===== config.mk =====
export PLATFORM = sky130hd
export DESIGN_NAME = ulaplus_palette
export DESIGN_NICKNAME = d
export VERILOG_FILES = /design/src/rtl/ulaplus_palette.sv
export SDC_FILE = /design/constraint.sdc
export NUM_CORES = 1
export LEC_CHECK = 0
export ABC_AREA = 1
export CORE_MARGIN = 2
export CORE_UTILIZATION = 54
export CTS_BUF_LIST = sky130_fd_sc_hd__clkbuf_8
export CTS_CLUSTER_DIAMETER = 120
export DETAILED_ROUTE_END_ITERATION = 12
export PLACE_DENSITY = 0.69
export SLEW_MARGIN = 0
export SYNTH_ARGS = -nofsm -noshare
export SYNTH_HDL_FRONTEND = slang
export SYNTH_SLANG_ARGS = --single-unit

===== constraint.sdc =====
create_clock -name clk28 -period 3.23 [get_ports clk28]
set_clock_uncertainty 0.1 [all_clocks]
set_input_delay 0.646 -clock clk28 [delete_from_list [all_inputs] [get_ports clk28]]
set_output_delay 0.646 -clock clk28 [all_outputs]
set_load 0.005 [all_outputs]

===== src/rtl/ulaplus_palette.sv =====
// ULA+ palette responder: 64x8 colour store behind one shared access port,
// arbitrating CPU read/write pulses against per-pixel video lookups.
module ulaplus_palette #(
  parameter int STARVE_LIMIT = 4
) (
  input  logic       clk28,
  input  logic       rst,
  input  logic       en,
  input  logic       read_req,
  input  logic       write_req,
  input  logic [5:0] rw_addr,
  input  logic [7:0] wr_data,
  output logic [7:0] rd_data,
  output logic       rd_valid,
  input  logic       pix_valid,
  input  logic       pix_ink,
  input  logic [7:0] pix_attr,
  input  logic       pix_border,
  input  logic [2:0] border_idx,
  output logic [2:0] r,
  output logic [2:0] g,
  output logic [2:0] b,
  output logic       rgb_valid,
  output logic       pix_stall
);

  // state   | meaning
  // ST_IDLE | no CPU request waiting for the port
  // ST_PEND | CPU request held back by video lookups, r_wait counts the blocked cycles

  localparam int CW = $clog2(STARVE_LIMIT + 1);
  localparam logic [CW-1:0] LIMIT = CW'(STARVE_LIMIT);

  typedef enum logic {ST_IDLE, ST_PEND} state_t;

  state_t          r_state;
  state_t          w_state_nxt;
  logic [CW-1:0]   r_wait;
  logic [CW-1:0]   w_wait_nxt;
  logic            r_pend_wr;
  logic [5:0]      r_pend_addr;
  logic [7:0]      r_pend_data;
  logic [7:0]      r_mem [64];

  logic            w_incoming;
  logic            w_cpu_have;
  logic            w_req_wr;
  logic [5:0]      w_req_addr;
  logic [7:0]      w_req_data;
  logic [CW-1:0]   w_eff_wait;
  logic            w_vid_req;
  logic            w_forced;
  logic            w_cpu_grant;
  logic            w_vid_grant;
  logic [5:0]      w_pix_idx;
  logic [5:0]      w_port_addr;
  logic [7:0]      w_port_q;

  assign w_incoming = read_req | write_req;
  assign w_cpu_have = w_incoming | (r_state == ST_PEND);

  // A fresh request overrides the pending one; write wins over a same-cycle read.
  assign w_req_wr   = w_incoming ? write_req : r_pend_wr;
  assign w_req_addr = w_incoming ? rw_addr   : r_pend_addr;
  assign w_req_data = w_incoming ? wr_data   : r_pend_data;
  assign w_eff_wait = w_incoming ? '0        : r_wait;

  assign w_vid_req   = en & pix_valid;
  assign w_forced    = w_cpu_have & w_vid_req & (w_eff_wait == LIMIT);
  assign w_cpu_grant = w_cpu_have & (~w_vid_req | w_forced);
  assign w_vid_grant = w_vid_req & ~w_cpu_grant;

  assign w_pix_idx = pix_border ? {3'b001, border_idx}
                                : {pix_attr[7], pix_attr[6], ~pix_ink,
                                   pix_ink ? pix_attr[2:0] : pix_attr[5:3]};

  assign w_port_addr = w_cpu_grant ? w_req_addr : w_pix_idx;
  assign w_port_q    = r_mem[w_port_addr];

  always_comb begin
    w_state_nxt = r_state;
    w_wait_nxt  = r_wait;
    if (w_cpu_grant) begin
      w_state_nxt = ST_IDLE;
      w_wait_nxt  = '0;
    end else if (w_cpu_have) begin
      w_state_nxt = ST_PEND;
      w_wait_nxt  = (w_eff_wait == LIMIT) ? LIMIT : w_eff_wait + 1'b1;
    end
  end

  always_ff @(posedge clk28 or posedge rst) begin
    if (rst) begin
      r_state     <= ST_IDLE;
      r_wait      <= '0;
      r_pend_wr   <= 1'b0;
      r_pend_addr <= '0;
      r_pend_data <= '0;
    end else begin
      r_state <= w_state_nxt;
      r_wait  <= w_wait_nxt;
      if (w_incoming) begin
        r_pend_wr   <= write_req;
        r_pend_addr <= rw_addr;
        r_pend_data <= wr_data;
      end
    end
  end

  // Palette contents survive reset, so the store has no reset branch.
  always_ff @(posedge clk28) begin
    if (w_cpu_grant && w_req_wr)
      r_mem[w_req_addr] <= w_req_data;
  end

  always_ff @(posedge clk28 or posedge rst) begin
    if (rst) begin
      rd_data   <= '0;
      rd_valid  <= 1'b0;
      r         <= '0;
      g         <= '0;
      b         <= '0;
      rgb_valid <= 1'b0;
      pix_stall <= 1'b0;
    end else begin
      rd_valid  <= w_cpu_grant & ~w_req_wr;
      if (w_cpu_grant && !w_req_wr)
        rd_data <= w_port_q;
      // A forced CPU grant repeats the previous pixel and flags it.
      rgb_valid <= w_vid_grant | w_forced;
      pix_stall <= w_forced;
      if (w_vid_grant) begin
        g <= w_port_q[7:5];
        r <= w_port_q[4:2];
        b <= {w_port_q[1], w_port_q[0], w_port_q[1] | w_port_q[0]};
      end
    end
  end

endmodule


# Word-level counts from Yosys, hierarchy flattened
# Memories as Yosys holds them, arrays and structs flattened.
# Cells that the tools add are included.
[classes]
addsub = 1
mul = 0
div = 0
magnitude_cmp = 0
n_eq_ne = 1
n_shift = 0
muxes = 14
bitwise_logic = 15
reduce_logical = 4
[op_table]
columns = ["op", "n"]
rows = [
  ["two-way mux 6 bit", 3],
  ["two-way mux 3 bit", 5],
  ["two-way mux 8 bit", 1],
  ["bitwise AND 1 bit", 6],
  ["two-way mux 1 bit", 5],
  ["bitwise OR 1 bit", 5],
  ["NOT 1 bit", 4],
  ["adder 3 x 1 -> 3 bit, second input constant", 1],
  ["== test 3 bit, second input constant", 1],
  ["logical AND 1 bit", 2],
  ["nonzero test 2 bit", 1],
  ["logical NOT 1 bit", 1],
]
[word_totals]
ff_bits = 39
latch_bits = 0
ram_bits = 512
romBits = 0
in_bits = 33
output_inout_bits = 20
word_cells = 48
mem_count = 1
[mem_list]
columns = ["memory", "words", "word_bits", "read_ports", "rd_clocked_by_memory_dff", "write_ports", "line_no", "source"]
rows = [
  ["r_mem", 64, 8, 1, 0, 1, "43", "logic [7:0] r_mem [64];"],
]

# Longest topological paths before layout
[depth]
depth_word = 9
ltp_mapped = 23
ltp_nobuf = 21

# Worst setup path before layout
# Ideal clock, no wire load.
[synth_timing]
kind = "in2reg"
start = "input port read_req"
end = "memory r_mem[0][0], enable pin"
setup_ns = 0.371
arrival_ns = 2.831
t_required_ns = 2.759
path_slack_ns = -0.072
cell_stages = 13
n_path_buf = 2
path_cell_list = "inv_1 nand2_2 clkbuf_1 nor2_1 inv_1 ha_1 nand3_1 nand2_2 nand2_4 buf_6 nor2_1 nand4_1 nor2_1"
[synth_via]
elab_chain_cells = 9
elab_cells_between_ends = 13
cone_classes = "1 x eq/ne; 5 x mux; 6 x bitwise; 1 x reduce/logical"
[synth_lines]
columns = ["element", "line_no", "source"]
rows = [
  ["start, declared", "9", "input logic read_req,"],
  ["bitwise OR 1 bit (*)", "59", "assign w_incoming = read_req | write_req;"],
  ["two-way mux 3 bit / bitwise OR 1 bit (equally long branches)", "66, 60", ""],
  ["== test 3 bit / bitwise AND 1 bit (equally long branches)", "69", "assign w_forced = w_cpu_have & w_vid_req & (w_eff_wait == LIMIT);"],
  ["bitwise AND 1 bit", "69", ""],
  ["bitwise OR 1 bit", "70", "assign w_cpu_grant = w_cpu_have & (~w_vid_req | w_forced);"],
  ["bitwise AND 1 bit", "70", ""],
  ["logical AND 1 bit", "112", "if (w_cpu_grant && w_req_wr)"],
  ["two-way mux 1 bit", "112", ""],
  ["two-way mux 1 bit (not written as such)", "113", "r_mem[w_req_addr] <= w_req_data;"],
  ["end, declared", "43", ""],
]
# Every way passes the cells marked *; elsewhere a longest branch is shown, timed or not.

# Worst setup path after layout
[layout_timing]
start = "input port write_req"
end = "register rd_data[2]"
[layout_via]
elab_chain_cells = 8
elab_cells_between_ends = 14
cone_classes = "1 x eq/ne; 4 x mux; 6 x bitwise; 2 x reduce/logical; 1 x memory"
[layout_lines]
columns = ["element", "line_no", "source"]
rows = [
  ["start, declared", "10", "input logic write_req,"],
  ["bitwise OR 1 bit", "59", ""],
  ["two-way mux 3 bit / bitwise OR 1 bit (equally long branches)", "66, 60", ""],
  ["== test 3 bit / bitwise AND 1 bit (equally long branches)", "69", ""],
  ["bitwise AND 1 bit", "69", ""],
  ["bitwise OR 1 bit", "70", ""],
  ["bitwise AND 1 bit", "70", ""],
  ["two-way mux 6 bit", "77", "assign w_port_addr = w_cpu_grant ? w_req_addr : w_pix_idx;"],
  ["memory read (64 x 8 bit)", "n/a", ""],
  ["end signal, assigned", "128", "rd_data <= w_port_q;"],
  ["end, declared", "13", "output logic [7:0] rd_data,"],
]
# Parallel ways exist; a longest one is shown, timed or not.
# A chain may end at the register's enable or synchronous reset.

==> reports/summary.txt <==
Final Hold Viols: 0
Grt peak-use layer: met2
Internal power: 11.80 mW
Sequential-to-total area share from yosys stat: 0.6908
Die area: 0.04552 sq mm
Hold bufs inserted after CTS: 0
Mapped Cells: 2174
Max transition margin: 0.4250
Initial Utilization: 0.5483
GR Util met3: 0.05448
Global-route wire length before repair: 91780 microns
Sw power: 4.481 mW
Main synth FF type: edfxtp_1
Antenna violations before repair: 1
Avg Vias per Cell: 5.480
Crit share post-route: 0.9606
RSZ-0062 raised after global routing: true
Via count: 16605
P per Cell Area: 586.6 mW/mm^2
Largest stage delay, worst path: 0.48 ns
CP startpoint kind: input pin
Asr flop ratio synth: 0.07078
DRT antenna net count: 0
Outcome: complete, no violations
Post-Route Setup TNS: 0 ns
Min-Delay Path Class: input pin to asynchronous set/reset pin
Max-slew violation count: 0
Area delta synth->final: 17.26%
Required @ worst endpoint: 3.69 ns
M1 GR Usage: 0.3841
Post-synth EDFFs: 512
Top library cells by usage in the layout, fill and taps aside: nand2_1, edfxtp_1, nand3_1
DRC violations left: 0
Max-cap viol count: 0
Critical Path, Cell by Cell: clkdlybuf4s50_1 > inv_1 > nand2_2 > nor2_2 > inv_1 > ha_1 > nand3_1 > nand2_2 > nand2_4 > buf_4 > nand2_1 > o21ai_4 > inv_4 > buf_12 > nand3_1 > nand3_1 > nand3_1 > nand3_1 > nand2_2 > nand2_1 > nand2_1
Final Setup Violations: 0
Clock share of power: 0.347
Clock sink total: 551
Seq pwr share: 0.495
Area of the mapped netlist: 0.02367 sq mm
Vias in the first global route: 16192
Routability cong.: 0.9547
Top delay family on crit path: simple AND/OR/NAND/NOR gates
Average wire per standard cell: 19.87 microns
Tmin final: 3.103 ns
Core area: 0.04317 sq mm
Seq cells post-synth: 551
Worst setup EP type: register
CTS Root Buffer Type: clkbuf_8
Placed insts: 2869
Final WL: 60220 microns
CP max stage cell: clkdlybuf4s50_1
Global-route track usage on met2: 0.4092
Comb power frac: 0.159
Slew at the pin closest to its max-slew limit: 0.8594 ns
Cell variety after synth: 31
Fmax: 322.3 MHz
Worst Path Max Fanout: 18
DRT iter0 DRCs: 1865
Site Rows: 76
Kind of critical path: input pin to register
I/O Buffers: 52
Avg Cell Area, Syn: 10.89 sq um
Most common cell after layout, fill and taps aside: nand2_1
Die height: 213.4 microns
Skew-Pair Late Insertion Delay: 0.67 ns
Clk slew on worst S/H paths: 0.07 ns
1st-pass router iterations: 5
Gr ovfl total: 0
Post-DP HPWL: 37600 microns
Sw Share: 0.2752
Ports: 53
CTS Buffer Depth: 3
Worst EP arrival: 3.57 ns
H-tree levels: 3
P_leak: 11.26 nW
Post-Layout Cell Count: 3030
Tot GR Track Use: 0.2693
Peak supply drop: 0.3905 mV
TritonCTS clock tree: built
Share of cells above drive strength 1: 0.1436
Die X: 213.4 microns
CP Buf/Inv Count: 6
CTS Buf Count: 86
Pwr Total: 16.28 mW
Largest net degree at the start of global routing: 65
Layout Nets: 2410
Filler instances: 3354
Yosys warns: 0
Mapped Nets: 2209
Most frequent CP cell: nand3_1
worst paths after layout:
| path | startpoint | end | slack [ns] | depth (start not counted) |
|---|---|---|---|---|
| hold reg to reg | b[2] | b[2] | 0.40 | 2 |
| hold / removal | rst | r_pend_data[6] | 0.31 | 3 |
| setup reg to reg | r_wait[1] | rd_data[2] | 0.28 | 19 |
| max in group asynchronous | rst | r_pend_addr[3] | 2.34 | 3 |
| setup / recovery | write_req | rd_data[2] | 0.13 | 21 |
| min in group clk28 | b[2] | b[2] | 0.40 | 2 |
power by group through the flow:
| stage | clock [mW] | sequential (mW) | combinational (mW) |
|---|---|---|---|
| after floorplan | 0 | 8.19 | 1.42 |
| after global placement | 0 | 8.20 | 2.46 |
| after detailed placement | 0 | 8.19 | 2.50 |
| after CTS | 5.71 | 8.05 | 2.51 |
| after global routing | 5.97 | 8.06 | 2.79 |
| final | 5.65 | 8.05 | 2.58 |
state kept, by name, indices dropped and copies added, names as in the netlist:
register,flops
r_state,1
r_wait,3
r,3
rd_valid,1
r_mem,512
rgb_valid,1
b,3
g,3
pix_stall,1
r_pend_data,8
r_pend_wr,1
rd_data,8
r_pend_addr,6
per-layer routing:
metal,up-vias,wire (microns)
li1,7728,-
met1,7929,25180
met2,832,27380
met3,116,5728
met4,0,1928
met5,-,0
layout make-up:
| cell class | count | area [sq um] | share of cell area |
|---|---|---|---|
| clock buffers | 89 | 1225 | 0.04413 |
| multi-input cells | 1280 | 5859 | 0.2111 |
| flip-flops and latches | 551 | 16350 | 0.5891 |
| repair buffers | 220 | 2275 | 0.08195 |
| inverters | 236 | 889.6 | 0.03205 |
| diodes | 1 | 2.502 | 0.00009016 |
| clock inverters | 68 | 421.7 | 0.01519 |
| well taps | 585 | 732.0 | 0.02637 |
kinds of logic after synthesis:
logic type / share of synthesized area
simple gates: 0.2078
xor+xnor: 0.0003701
buf+inv: 0.06872
compound gates: 0.03129
flops: 0.6908
fa+ha+maj: 0.001057
worst min-delay path, stage by stage:
cell             delay (ns)
clkdlybuf4s50_1        0.39
inv_1                  0.05
buf_4                  0.43
per-stage QoR:
step | utilization | cell area, sq um | setup slack [ns] | hold slack (ns)
CTS | 0.6395 | 27610 | 0.06954 | 0.2970
global route | 0.6429 | 27750 | -0.03203 | 0.3746
detailed placement | 0.6014 | 25960 | -0.6332 | 0.3720
floorplan | - | 23670 | -0.07161 | 0.3432
finish | 0.6429 | 27760 | 0.1274 | 0.3142
global placement | 0.6014 | 25960 | -0.5457 | 0.3640
Yosys cell counts, types with 7 or more instances:
master	count	area [sq um]
edfxtp_1	512	15370
buf_6	26	292.8
buf_2	61	305.3
o21ai_1	7	35.03
dfrtp_1	39	975.9
nand4_1	8	50.05
nand3_1	325	1627
inv_1	231	867.1
buf_4	14	105.1
o21ai_0	8	40.04
o211ai_1	73	548.0
nand2_1	756	2838
nor2_1	70	262.8
o21ai_2	7	61.31
what timing repair did:
action | CTS | global route
setup endpoints to repair | 0 | 162
gates resized for setup | 0 | 35
setup buffers | 0 | 1
(Power assumes the default switching activity.)
